### src/rtl/fetch_aligner.sv
// fetch_aligner: realigns word-wide instruction memory reads into whole instructions for decode.
// Define C_EXT_EN to accept 16-bit compressed instructions (3-halfword buffer); otherwise every word is one instruction.
module fetch_aligner (
   input  logic        clk,
   input  logic        rst_n,
   input  logic        redirect,
   input  logic [31:0] redirect_pc,
   output logic        mem_req,
   output logic [31:0] mem_addr,
   input  logic        mem_rvalid,
   input  logic [31:0] mem_rdata,
   output logic        IF_valid,
   input  logic        IF_ready,
   output logic [31:0] IF_Instr_32,
   output logic [15:0] IF_Instr_16,
   output logic        IF_is_c,
   output logic [31:0] IF_pc
);

`ifdef C_EXT_EN
   localparam bit C_EN  = 1'b1;
   localparam int DEPTH = 3;
`else
   localparam bit C_EN  = 1'b0;
   localparam int DEPTH = 2;
`endif
   localparam int FW = 16 * DEPTH;

   typedef enum logic [1:0] {IDLE = 2'd0, WAIT = 2'd1, DROP = 2'd2} state_t;

   state_t        state, state_nxt;
   logic [FW-1:0] fifo, fifo_nxt, fifo_shift, app_data, keep_mask;
   logic [1:0]    cnt, cnt_nxt, cnt_shift, used, added;
   logic [31:0]   pc, fetch_addr, app_word;
   logic          skip_lo, lo_is_c, complete, fire, accept;
   logic          unused_pc_bit;

   assign unused_pc_bit = redirect_pc[0];

   // Slot 0 is the oldest halfword; a 32-bit instruction needs two buffered halfwords.
   assign lo_is_c   = C_EN && (cnt != 2'd0) && (fifo[1:0] != 2'b11);
   assign complete  = lo_is_c || (cnt >= 2'd2);
   assign fire      = complete && !redirect && IF_ready;
   assign accept    = (state == WAIT) && mem_rvalid && !redirect;
   assign used      = !fire ? 2'd0 : (lo_is_c ? 2'd1 : 2'd2);
   assign added     = !accept ? 2'd0 : (skip_lo ? 2'd1 : 2'd2);
   assign cnt_shift = cnt - used;
   assign cnt_nxt   = cnt_shift + added;

   // Consume from the bottom first, then append the response above what is left.
   always_comb begin
      app_word   = skip_lo ? {16'h0000, mem_rdata[31:16]} : mem_rdata;
      fifo_shift = fifo >> {used, 4'b0000};
      app_data   = FW'(app_word) << {cnt_shift, 4'b0000};
      keep_mask  = ~({FW{1'b1}} << {cnt_shift, 4'b0000});
      fifo_nxt   = accept ? ((fifo_shift & keep_mask) | app_data) : fifo_shift;
   end

   always_ff @(posedge clk) begin
      fifo <= fifo_nxt;
   end

   always_ff @(posedge clk or negedge rst_n) begin
      if (!rst_n) begin
         state <= IDLE;
      end else begin
         state <= state_nxt;
      end
   end

   // A redirect from IDLE requests the new target on the very next cycle.
   always_comb begin
      state_nxt = state;
      unique case (state)
         IDLE: begin
            if (redirect || (cnt_shift <= 2'd1)) state_nxt = WAIT;
         end
         WAIT: begin
            if (redirect)        state_nxt = mem_rvalid ? IDLE : DROP;
            else if (mem_rvalid) state_nxt = IDLE;
         end
         DROP: begin
            if (mem_rvalid) state_nxt = IDLE;
         end
         default: state_nxt = IDLE;
      endcase
   end

   always_comb begin
      mem_req     = (state == WAIT);
      mem_addr    = fetch_addr;
      IF_valid    = complete && !redirect;
      IF_is_c     = IF_valid && lo_is_c;
      IF_Instr_16 = IF_valid ? fifo[15:0] : 16'h0000;
      IF_Instr_32 = !IF_valid ? 32'h0000_0000 :
                    (lo_is_c ? {16'h0000, fifo[15:0]} : fifo[31:0]);
      IF_pc       = pc;
   end

   always_ff @(posedge clk or negedge rst_n) begin
      if (!rst_n) begin
         cnt        <= 2'd0;
         pc         <= 32'h0000_0000;
         fetch_addr <= 32'h0000_0000;
         skip_lo    <= 1'b0;
      end else if (redirect) begin
         cnt        <= 2'd0;
         pc         <= C_EN ? {redirect_pc[31:1], 1'b0} : {redirect_pc[31:2], 2'b00};
         fetch_addr <= {redirect_pc[31:2], 2'b00};
         skip_lo    <= C_EN && redirect_pc[1];
      end else begin
         cnt <= cnt_nxt;
         if (fire) pc <= pc + (lo_is_c ? 32'd2 : 32'd4);
         if (accept) begin
            fetch_addr <= fetch_addr + 32'd4;
            skip_lo    <= 1'b0;
         end
      end
   end

endmodule

### config.mk
export PLATFORM = sky130hd
export DESIGN_NAME = fetch_aligner
export DESIGN_NICKNAME = d
export VERILOG_FILES = /design/src/rtl/fetch_aligner.sv
export SDC_FILE = /design/constraint.sdc
export NUM_CORES = 1
export LEC_CHECK = 0
export BUFFER_PORTS_ARGS = -buffer_cell sky130_fd_sc_hd__buf_2
export CORE_UTILIZATION = 40
export DETAILED_ROUTE_END_ITERATION = 16
export PLACE_DENSITY = 0.72
export RECOVER_POWER = 100
export SKIP_CTS_REPAIR_TIMING = 1
export SYNTH_ARGS = -nofsm -noshare
export SYNTH_HDL_FRONTEND = slang
export SYNTH_SLANG_ARGS = --single-unit
export TNS_END_PERCENT = 10
### constraint.sdc
create_clock -name clk -period 4.8 [get_ports clk]
set_clock_uncertainty 0.15 [all_clocks]
set_input_delay 0.72 -clock clk [delete_from_list [all_inputs] [get_ports clk]]
set_output_delay 0.72 -clock clk [all_outputs]
set_load 0.02 [all_outputs]
==> out/qor.txt <==
Count of cell types in the netlist - 55
Routed WL per cell - 15.65 um
Design internal power - 0.001630 W
Total power divided by cell area - 398.8 nW/um2
Ant diodes - 0
Die W - 116.2 um
Initial antenna violation count - 0
Worst slew pin tran - 1811 ps
Detailed placer's ending HPWL - 10.55 mm
Violations in the final reports - capacitance limit, slew limit
Number of buffers between clock root and the deepest sink - 2
Total overflow reported by the global router - 0
Result of the run - finished, violations left
EDFF count, synth - 0
Worst supply voltage drop on vdd - 0.1509 mV
Number of optimization iterations in the first detailed-route pass - 5
Tcrit/Tclk final - 0.7671
Leakage dissipation - 2.550 nW
Post-synth design cell area - 5219 um2
Comb power frac - 0.247
Critical setup path kind - in -> out
Global-route total usage across every layer - 0.2106
Top-count cell post-synth - sky130_fd_sc_hd__nand2_1
Initial drt markers - 352
Die extent in y - 116.2 um
Async set or reset register ratio after synthesis - 0.6632
Initial cell density of the core - 0.4119
Kind of start point of the critical path - input port
Count of pins over their slew limit - 39
Cell taking the most area after synthesis - sky130_fd_sc_hd__dfrtp_1
Via count of the first global-routing pass - 4,186
Clk Latency, worst-skew pair - 340 ps
Number of failing setup endpoints in the final timing report - 0
Largest driver fanout on the critical path - 38
Clock tree root driver cell - sky130_fd_sc_hd__clkbuf_16
Fin nets - 814
Die area - 13,510 um2
Total DRC errors in the routed layout - 0
Capture point of the worst reg-to-reg path - IF_pc[16]
Layout Cell Area excl Fill - 6277 um2
Setup TNS after final layout - 0 ps
Number of synthesized register bits - 95
Max-capacitance violation count - 1
Clock network fraction of total power - 0.293
Area of the core region - 12,670 um2
Number of buffer cells added on primary ports - 176
Wire length of the first global-routing pass - 21.67 mm
Data required time of the critical path - 3930 ps
Worst hold path cell count - 2
Layout overhead on the synthesized area - 20.28%
Via count - 5,018
H-tree depth - 3
Warning count from the yosys run - 0
Layout cell share with drive strength beyond 1 - 0.1778
Clock input transition at the sequential cells of the worst setup and hold paths - 70 ps
Reported net switching power - 0.0008733 W
Proportion of synthesized chip area in sequential cells - 0.4248
Relative contribution of sequential cells to total power - 0.460
Synthesized netlist cell count - 600
Worst reg-to-reg setup slack - 2260 ps
Fmax - 271.6 MHz
Final worst path period need - 3682 ps
Clock sink count - 95
Worst hold endpoint - fifo[21]
Final-layout worst hold slack - 304.8 ps
Gpl congestion - 0.8699
Worst Path Arrival - 2810 ps
Remaining antenna violation count - 0
Clock tree from TritonCTS - built
Post-DR vias/cell - 5.454
Worst reg-to-reg path cell count - 5
Most used standard cells in the synthesized netlist - sky130_fd_sc_hd__nand2_1, sky130_fd_sc_hd__dfrtp_1, sky130_fd_sc_hd__nor2_1, sky130_fd_sc_hd__o21ai_0, sky130_fd_sc_hd__and2_1
Unrepaired setup endpoints after global routing - false
Synth area leaders - sky130_fd_sc_hd__dfrtp_1, sky130_fd_sc_hd__dfxtp_1, sky130_fd_sc_hd__nand2_1, sky130_fd_sc_hd__and2_1, sky130_fd_sc_hd__o21ai_0
Total detailed-routing wirelength - 14.40 mm
Worst min-delay path class - reg -> reg
Synth Flop Type - sky130_fd_sc_hd__dfrtp_1
Number of top-level design ports - 184
Portion of synthesized cell area occupied by the leading cell type - 0.3021
Switching share of total power - 0.3489
Worst reg2reg path startpoint - IF_pc[2]
Maximum number of pins on one net before global-route repair - 65
Post-synthesis area per instance - 8.698 um2
Worst hold path startpoint - fifo[21]
Number of hold-slack violations in the final timing report - 0
Rows - 41
Placement-stage cell area - 6085 um2
TritonCTS Buffers - 9
Endpoint class of the critical path - primary output
Rel. slew slack - -0.2070
registers in the layout, summed over array words and instances, names as in the netlist:
signal    cells
fifo         32
IF_pc        30
mem_addr     30
state         2
cnt           1
worst max path at each step:
stage	from	to	slack (ps)	cells after the start
CTS	redirect	IF_Instr_32[1]	1900	5
detailed placement	redirect	IF_pc[16]	1730	5
floorplan	redirect	IF_Instr_32[0]	2170	5
finish	redirect	IF_Instr_32[1]	1120	5
global placement	redirect	IF_pc[16]	1730	5
global route	redirect	IF_Instr_32[1]	890	5
layout make-up:
cell class / instances / area (um2)
fillers: 1270 / 6394
multi-input cells: 442 / 2675
flip-flops and latches: 95 / 2217
repair buffers: 181 / 808.3
clock buffers: 11 / 264.0
well taps: 172 / 215.2
inverters: 14 / 52.55
clock inverters: 5 / 45.04
routing by layer:
metal  GRT usage  vias to the layer above  part of all wire
li1            -                     2445                 -
met1      0.2681                     2354              0.43
met2      0.3408                      199              0.47
met3     0.04982                       20             0.079
met4     0.09231                        0             0.019
met5           0                        -                 0
cell usage in the layout, fill, tap and decap left out, types with 3 or more instances in the layout:
master | Yosys | layout
sky130_fd_sc_hd__conb_1 | 1 | 5
sky130_fd_sc_hd__o31a_1 | 4 | 4
sky130_fd_sc_hd__and4_1 | 7 | 7
sky130_fd_sc_hd__a211oi_1 | 4 | 4
sky130_fd_sc_hd__a31oi_1 | 22 | 22
sky130_fd_sc_hd__dfxtp_1 | 32 | 32
sky130_fd_sc_hd__mux2_2 | 15 | 15
sky130_fd_sc_hd__nor2b_1 | 4 | 4
sky130_fd_sc_hd__xor2_1 | 8 | 8
sky130_fd_sc_hd__o31ai_1 | 14 | 14
sky130_fd_sc_hd__or3_1 | 8 | 8
sky130_fd_sc_hd__a21oi_1 | 9 | 9
sky130_fd_sc_hd__o21ai_0 | 36 | 36
sky130_fd_sc_hd__buf_4 | 21 | 5
sky130_fd_sc_hd__xnor2_1 | 11 | 11
sky130_fd_sc_hd__or4b_1 | 3 | 3
sky130_fd_sc_hd__and2_1 | 35 | 12
sky130_fd_sc_hd__inv_1 | 14 | 13
sky130_fd_sc_hd__nor2_1 | 36 | 36
sky130_fd_sc_hd__and2_0 | 0 | 23
sky130_fd_sc_hd__nor4_1 | 11 | 11
sky130_fd_sc_hd__nand2_1 | 90 | 90
sky130_fd_sc_hd__or4_1 | 18 | 18
sky130_fd_sc_hd__nand3_1 | 25 | 25
sky130_fd_sc_hd__nand4_1 | 12 | 12
sky130_fd_sc_hd__and3_1 | 6 | 6
sky130_fd_sc_hd__o311a_1 | 3 | 3
sky130_fd_sc_hd__dfrtp_1 | 63 | 63
sky130_fd_sc_hd__mux2i_1 | 6 | 6
sky130_fd_sc_hd__o311ai_0 | 8 | 8
sky130_fd_sc_hd__clkbuf_16 | 0 | 10
sky130_fd_sc_hd__clkbuf_1 | 28 | 88
sky130_fd_sc_hd__nor3_1 | 13 | 12
sky130_fd_sc_hd__buf_2 | 1 | 88
cell families after synthesis:
| kind of cell | share of synthesized area |
|---|---|
| muxes | 0.04387 |
| and+or+nand+nor | 0.2853 |
| AOI/OAI and AO/OA | 0.1434 |
| buffers and inverters | 0.06521 |
| other | 0.0007186 |
| adders and majority gates | 0.004794 |
| xor gates and xnor gates | 0.03189 |
| DFF | 0.4248 |
power groups by stage:
stage	logic (W)	registers, W	clock network (W)
2_1_floorplan	0.000388	0.00119	0
3_3_place_gp	0.000629	0.00116	0
3_5_place_dp	0.000643	0.00116	0
4_1_cts	0.000645	0.00115	0.000752
5_1_grt	0.000697	0.00118	0.000780
6_report	0.000619	0.00115	0.000734
through the flow:
step	setup slack (ps)	cells	util	power, W
6_report	1118	920	0.4954	0.002503
2_1_floorplan	2166	604	-	0.001582
3_3_place_gp	1732	904	0.4802	0.001786
3_5_place_dp	1729	904	0.4802	0.001807
5_1_grt	887.0	920	0.4954	0.002653
4_1_cts	1897	920	0.5046	0.002545
worst max-delay path: stages:
cell	delay (ps)
sky130_fd_sc_hd__clkbuf_1	1270
sky130_fd_sc_hd__nor2b_1	90
sky130_fd_sc_hd__buf_4	290
sky130_fd_sc_hd__and2_0	230
sky130_fd_sc_hd__clkbuf_1	190
Power figures use the tool's default switching activity.
